**config.mk**
```make
export PLATFORM = sky130hd
export DESIGN_NAME = fetch_stage
export DESIGN_NICKNAME = d
export VERILOG_FILES = /design/src/rtl/fetch_stage.sv
export SDC_FILE = /design/constraint.sdc
export NUM_CORES = 1
export LEC_CHECK = 0
export CORE_MARGIN = 10
export CORE_UTILIZATION = 39
export CTS_CLUSTER_DIAMETER = 200
export DETAILED_ROUTE_END_ITERATION = 7
export HOLD_SLACK_MARGIN = 0.08
export PLACE_DENSITY = 0.84
export SYNTH_ARGS = -nofsm -noshare
export SYNTH_HDL_FRONTEND = slang
export SYNTH_SLANG_ARGS = --single-unit
```
**constraint.sdc**
```tcl
create_clock -name clk -period 4.7 [get_ports clk]
set_clock_uncertainty 0.2 [all_clocks]
set_input_delay 0.94 -clock clk [delete_from_list [all_inputs] [get_ports clk]]
set_output_delay 0.94 -clock clk [all_outputs]
set_load 0.005 [all_outputs]
```
**src/rtl/fetch_stage.sv**
```systemverilog
// Instruction fetch stage: owns the PC, drives the instruction memory address,
// captures the fetched word into the IF/ID register and hands it to decode
// over a valid/ready handshake. Supports backpressure, redirect with flush,
// and a fetch-enable gate.
// Optional feature macro: FETCH_PERF_CNT_EN adds perf_fetch_count and
// perf_stall_count outputs.
module fetch_stage #(
    parameter logic [31:0] RESET_PC  = 32'h0000_0000,
    parameter logic [31:0] PC_STEP   = 32'd1,
    parameter logic [31:0] NOP_INSTR = 32'h0000_0013
) (
    input  logic        clk,
    input  logic        reset,
    input  logic        fetch_enable,
    input  logic        redirect_valid,
    input  logic [31:0] redirect_pc,
    output logic [31:0] instruction_address,
    input  logic [31:0] instruction,
    output logic        out_valid,
    input  logic        out_ready,
    output logic [31:0] out_instruction,
    output logic [31:0] out_pc
`ifdef FETCH_PERF_CNT_EN
    ,
    output logic [31:0] perf_fetch_count,
    output logic [31:0] perf_stall_count
`endif
);

    logic [31:0] r_pc;
    logic        r_valid;
    logic [31:0] r_instr;
    logic [31:0] r_out_pc;
    logic        w_advance;

    // IF/ID register can take a new word when empty or when decode drains it
    always_comb begin
        w_advance = !r_valid || out_ready;
    end

    // PC and IF/ID register update: redirect > fetch > bubble > stall
    always_ff @(posedge clk or posedge reset) begin
        if (reset) begin
            r_pc     <= RESET_PC;
            r_valid  <= 1'b0;
            r_instr  <= NOP_INSTR;
            r_out_pc <= RESET_PC;
        end else if (redirect_valid) begin
            r_pc    <= redirect_pc;
            r_valid <= 1'b0;
        end else if (w_advance) begin
            if (fetch_enable) begin
                r_instr  <= instruction;
                r_out_pc <= r_pc;
                r_valid  <= 1'b1;
                r_pc     <= r_pc + PC_STEP;
            end else begin
                r_valid <= 1'b0;
            end
        end
    end

    assign instruction_address = r_pc;
    assign out_valid           = r_valid;
    assign out_instruction     = r_instr;
    assign out_pc              = r_out_pc;

`ifdef FETCH_PERF_CNT_EN
    logic [31:0] r_fetch_cnt;
    logic [31:0] r_stall_cnt;

    // Count completed handshakes and cycles held by decode backpressure
    always_ff @(posedge clk or posedge reset) begin
        if (reset) begin
            r_fetch_cnt <= '0;
            r_stall_cnt <= '0;
        end else begin
            if (r_valid && out_ready)
                r_fetch_cnt <= r_fetch_cnt + 32'd1;
            if (r_valid && !out_ready)
                r_stall_cnt <= r_stall_cnt + 32'd1;
        end
    end

    assign perf_fetch_count = r_fetch_cnt;
    assign perf_stall_count = r_stall_cnt;
`endif

endmodule

```
==> results.cfg, run 1 <==
[timing]
finalSetupViolations = 0
clock.fmax_mhz = 349
rsz0062_at_grt = false
fin_tns_setup_ns = 0
slew_headroom_pct = 28.8
drv_slew = 0
hold_viol = 0
min_period_ns = 2.86
period_share_pct = 60.9
worst_pin_slew_ns = 1.07

[logic_synthesis]
synth_top_family_by_area = multiplexers
synth.distinct_cells = 31
synth-simple-area-share_pct = 12.4
synthCells = 346
yosys.area_share.adder_pct = 0.297
seq_area_frac_synth_pct = 57.7
avgSynthCellArea_um2 = 12.2
syn-cell-area_um2 = 4210
yosysWarnings = 0
synthMuxAreaShare_pct = 17.9
synth-xor-area-share_pct = 6.03
synth-compound-area-share_pct = 4.07
ys_seq_elements = 97
syn_nets = 416

[worst_setup_path]
path_class = input pin to flop
worstSetupStartpointType = input pin
cp_data_required_time_ns = 4.75
crit_fanout = 49
cp-end-kind = flop
cp_slowest_cell = clkdlybuf4s50_1
critical_path.max_stage_delay_ns = 0.49
crit_path_cell_trace = clkdlybuf4s50_1 > nand2b_1 > nand2_1 > nor2_4 > buf_12 > mux2_2
critPathArrivalTime_ns = 2.91
r2r_slack_ns = 2.17

[detailed_routing]
wl_um = 12100
drcViolationCount = 0
avgRoutedWirePerCell_um = 18.5
ant_nets = 0
viasPerCell = 5.06
wl_met3_um = 1060
drt_iter0_drc = 209
routedLengthMet1_um = 4690
top_layer = met4
num_vias = 3313
drtPass1Iterations = 4
met2WireLength_um = 6240

[global_routing]
grt_max_degree = 90
antenna_found_initial = 0
track_usage_pct = 15.4
grt_pass1_vias = 3450
grt_pass1_wl_um = 18600
grt-ovfl-total = 0

[layout]
final_common_cell = clkdlybuf4s50_1
diodes = 0
nNetsFinal = 584
syn_to_final_growth_pct = 49.2
nFillCells = 838
layout_common_cells = 164 x clkdlybuf4s50_1, 94 x dfrtp_1, 66 x mux2_2, 39 x nand2_1, 29 x o21ai_0
drive_gt1_share_pct = 19.1
final_cells = 655

[worst_hold_path]
hold_class = flop to flop

[placement]
numPortBuffers = 165
dp.cells = 639
place_congestion = 0.811
place_hpwl_um = 9200

[cts]
ctsResizeCount = 0
post-cts-setup-buffers = 0
root_buffer = clkbuf_8
cts.sinks = 97
clk_latency_ns = 0.36
clkSlewWorstSetupHoldPaths_ns = 0.09
cts_max_path_buffers = 2
cts_tree = yes
htree_levels = 3
cts_buffers = 9
ctsHoldBuffers = 0

[run_status]
status = completed

[power_and_ir_drop]
powerDensity_nw_per_um2 = 364
ir_drop_uv = 195
p_leak_nw = 2.52

[floorplan]
core_um2 = 10400
die_height_um = 124
start_util_pct = 40.4
die_w_um = 124
io-pin-count = 166
dieArea_um2 = 15400
row_count = 37

[job]
max_cap_violations = 0
-- power by group --
group	switching (W)	internal (W)	leakage, nW	total [W]
Clock	0.000296	0.000357	0.121	0.000653
Combinational	0.000182	0.000380	1.24	0.000562
Sequential	0.000101	0.000968	1.16	0.00107
Total	0.000580	0.00170	2.52	0.00228
-- critical path, delay by kind of cell --
kind          cells  cell delay (ns)
simple gates      3             0.75
mux               1             0.38
buf+inv           2             0.82
-- synth_stat cells (all sizes together) --
library cell	number	area (µm²)
dfrtp	94	2350
mux2	66	743
nand2	39	146
o21ai	30	154
xor2	21	184
nand4	17	113
clkbuf	13	48.8
nand3	10	50.1
nor2	10	37.5
xnor2	8	70.1
inv	5	18.8
nor3	5	25.0
and3	4	26.3
nor4	4	31.3
dfstp	3	78.8
or3	3	18.8
a31oi	2	12.5
and2	2	12.5
or4	2	22.5
a21oi	1	5.00
and2b	1	8.76
and4	1	8.76
ha	1	12.5
mux2i	1	10.0
nand2b	1	6.26
nor2b	1	6.26
nor4b	1	8.76
-- metal layers --
layer / vias to the layer above / global-route usage [%]
li1: 1562 / -
met1: 1639 / 17.8
met2: 102 / 27.0
met3: 10 / 4.80
met4: 0 / 4.68
met5: - / 0
-- cells by family after synthesis --
logic type | Yosys count
buf+inv | 18
simple gates | 101
compound gates | 33
mux | 67
flops | 97
fa+ha+maj | 1
xor+xnor | 29
-- layout make-up --
class                   count  area (µm²)  area share [%]
clock buffers              10         128            2.03
multi-input cells         231        1720            27.4
repair buffers            170        1700            27.0
well taps                 136         170            2.71
inverters                   5        21.3           0.339
clock inverters             6         116            1.85
flip-flops and latches     97        2430            38.7
-- state kept, by name, summed over array words and instances (netlist names) --
signal and flops:
out_pc 32, out_instruction 32, out_valid 1, instruction_address 32
-- path summary, 6_finish.rpt --
path                                      endpoint                    from  depth (start not counted)
max                             out_instruction[7]               out_ready                          6
min                             out_instruction[2]      out_instruction[2]                          1
max reg2reg                instruction_address[30]  instruction_address[9]                          5
min reg2reg                     out_instruction[2]      out_instruction[2]                          1
max in group asynchronous  instruction_address[24]                   reset                          3
min in group asynchronous      out_instruction[19]                   reset                          2
-- per-stage QoR --
step | util [%] | hold slack (ns) | instance area (µm²) | setup slack, ns | total power [W]
global route | 60.3 | 0.324 | 6280 | 1.73 | 0.00240
finish | 60.3 | 0.311 | 6280 | 1.84 | 0.00228
CTS | 60.3 | 0.315 | 6280 | 1.85 | 0.00232
floorplan | - | 0.305 | 4210 | 1.03 | 0.00126
global placement | 58.0 | 0.289 | 6040 | 1.50 | 0.00164
detailed placement | 58.0 | 0.294 | 6040 | 1.45 | 0.00166
Power figures use the tool's default switching activity.
==> inputs of run 2 (changes only) <==
==> constraint.sdc (replaced) <==
create_clock -name clk -period 2.7 [get_ports clk]
set_clock_uncertainty 0.2 [all_clocks]
set_input_delay 0.54 -clock clk [delete_from_list [all_inputs] [get_ports clk]]
set_output_delay 0.54 -clock clk [all_outputs]
set_load 0.005 [all_outputs]
==> results.cfg, run 2 (same netlist as run 1, synthesis figures left out) <==
[cts]
htree_levels = 3
ctsResizeCount = 0
cts.sinks = 97
ctsHoldBuffers = 0
post-cts-setup-buffers = 0
cts_buffers = 9
cts_max_path_buffers = 2
clk_latency_ns = 0.36
cts_tree = yes
clkSlewWorstSetupHoldPaths_ns = 0.10
root_buffer = clkbuf_8

[timing]
min_period_ns = 2.27
hold_viol = 0
finalSetupViolations = 0
slew_headroom_pct = 54.2
drv_slew = 0
rsz0062_at_grt = false
clock.fmax_mhz = 440
period_share_pct = 84.1
fin_tns_setup_ns = 0
worst_pin_slew_ns = 0.687

[layout]
layout_common_cells = 164 x clkdlybuf4s50_1, 94 x dfrtp_1, 66 x mux2_2, 39 x nand2_1, 29 x o21ai_0
final_common_cell = clkdlybuf4s50_1
syn_to_final_growth_pct = 51.0
nNetsFinal = 593
drive_gt1_share_pct = 20.1
diodes = 0
final_design_area_no_fill_um2 = 6360

[power_and_ir_drop]
pwr-share-clk_pct = 28.6
p_leak_nw = 2.56
powerDensity_nw_per_um2 = 628
switchingPower_w = 0.000992
power.share.sequential_pct = 46.5
internal_power_w = 0.00300
ir_drop_uv = 291
switching_share_pct = 24.9
combPwrFrac_pct = 24.9

[global_routing]
track_usage_pct = 15.6
antenna_found_initial = 0
grt_pass1_vias = 3448
grt-ovfl-total = 0
grt_pass1_wl_um = 18600
grt_max_degree = 54

[worst_setup_path]
r2r_start = instruction_address[8]
reg2regPathDepth = 5
path_class = flop to flop
path_depth = 5
crit_path_cell_trace = nand4_2 > or4_4 > or4_4 > xor2_1 > o21ai_2
crit_fanout = 7
r2r_slack_ns = 0.43
critPathArrivalTime_ns = 2.32
cp-end-kind = flop
critical_path.max_stage_delay_ns = 0.55
cp_slowest_cell = or4_4
timing.rr.end = instruction_address[19]
cp_data_required_time_ns = 2.75
worstSetupStartpointType = flop
critPathTopFamily = simple AND/OR/NAND/NOR gates
cp_common_cell = or4_4
path_buf_inv = 0

[floorplan]
dieArea_um2 = 15400
die_w_um = 124
core_um2 = 10400
start_util_pct = 40.4
row_count = 37
io-pin-count = 166
die_height_um = 124

[detailed_routing]
drt_iter0_drc = 154
drtPass1Iterations = 4
num_vias = 3308
avgRoutedWirePerCell_um = 18.5
wl_um = 12300
ant_nets = 0
viasPerCell = 4.98
drcViolationCount = 0

[worst_hold_path]
min_to = out_instruction[14]
hold_class = flop to flop
holdCritStartpoint = out_instruction[14]
hold-path-cell-count = 1

[placement]
numPortBuffers = 165
place_hpwl_um = 9420
place_congestion = 0.816
place_area_um2 = 6120

[run_status]
status = completed

[job]
max_cap_violations = 0
-- run 2: cell count changes in the layout (fill, tap and decap cells not counted), sizes merged --
cell / change
clkbuf: +3
clkinvlp: +1
inv: -1
buf: +9
clkinv: -3
-- run 2: worst max-delay path by stage --
stage | from | end | slack (ns)
2_1_floorplan | instruction_address[8] | instruction_address[19] | 0.48
5_1_grt | instruction_address[8] | instruction_address[31] | 0.33
6_report | instruction_address[8] | instruction_address[19] | 0.43
3_3_place_gp | fetch_enable | instruction_address[25] | 0.11
4_1_cts | instruction_address[8] | instruction_address[19] | 0.42
3_5_place_dp | fetch_enable | instruction_address[25] | 0.08
-- run 2: area by class of cell --
type	instances	area (µm²)
repair buffers	179	1780
inverters	5	22.5
multi-input cells	231	1720
well taps	136	170
flip-flops and latches	97	2430
fillers	826	4060
clock inverters	3	90.1
clock buffers	13	149
-- run 2: worst register-to-register path: stages (launching register included) --
cell and delay, ns:
dfrtp_1 0.49, nand4_2 0.13, or4_4 0.55, or4_4 0.54, xor2_1 0.18, o21ai_2 0.06
-- run 2: power by group through the flow --
stage,Sequential (W),Combinational [W],Clock (W)
final,0.00185,0.000995,0.00114
after global placement,0.00187,0.000991,0
after global routing,0.00189,0.00107,0.00124
after CTS,0.00186,0.00102,0.00117
after detailed placement,0.00189,0.00101,0
after floorplan,0.00188,0.000309,0
-- run 2: metal layers --
layer	GRT usage, %	vias to the layer above	wire length [µm]
li1	-	1566	-
met1	18.2	1618	4850
met2	26.0	109	6120
met3	5.79	15	1120
met4	4.96	0	187
met5	0	-	0
-- run 2: metrics by stage --
stage	utilization (%)	total power [W]	instances	hold WS, ns	setup slack, ns
after floorplan	-	0.00219	346	0.305	0.483
after global placement	58.8	0.00286	648	0.288	0.106
final	61.1	0.00399	664	0.310	0.428
after detailed placement	58.8	0.00290	648	0.294	0.0774
after CTS	61.1	0.00405	664	0.314	0.422
after global routing	61.1	0.00420	664	0.324	0.330
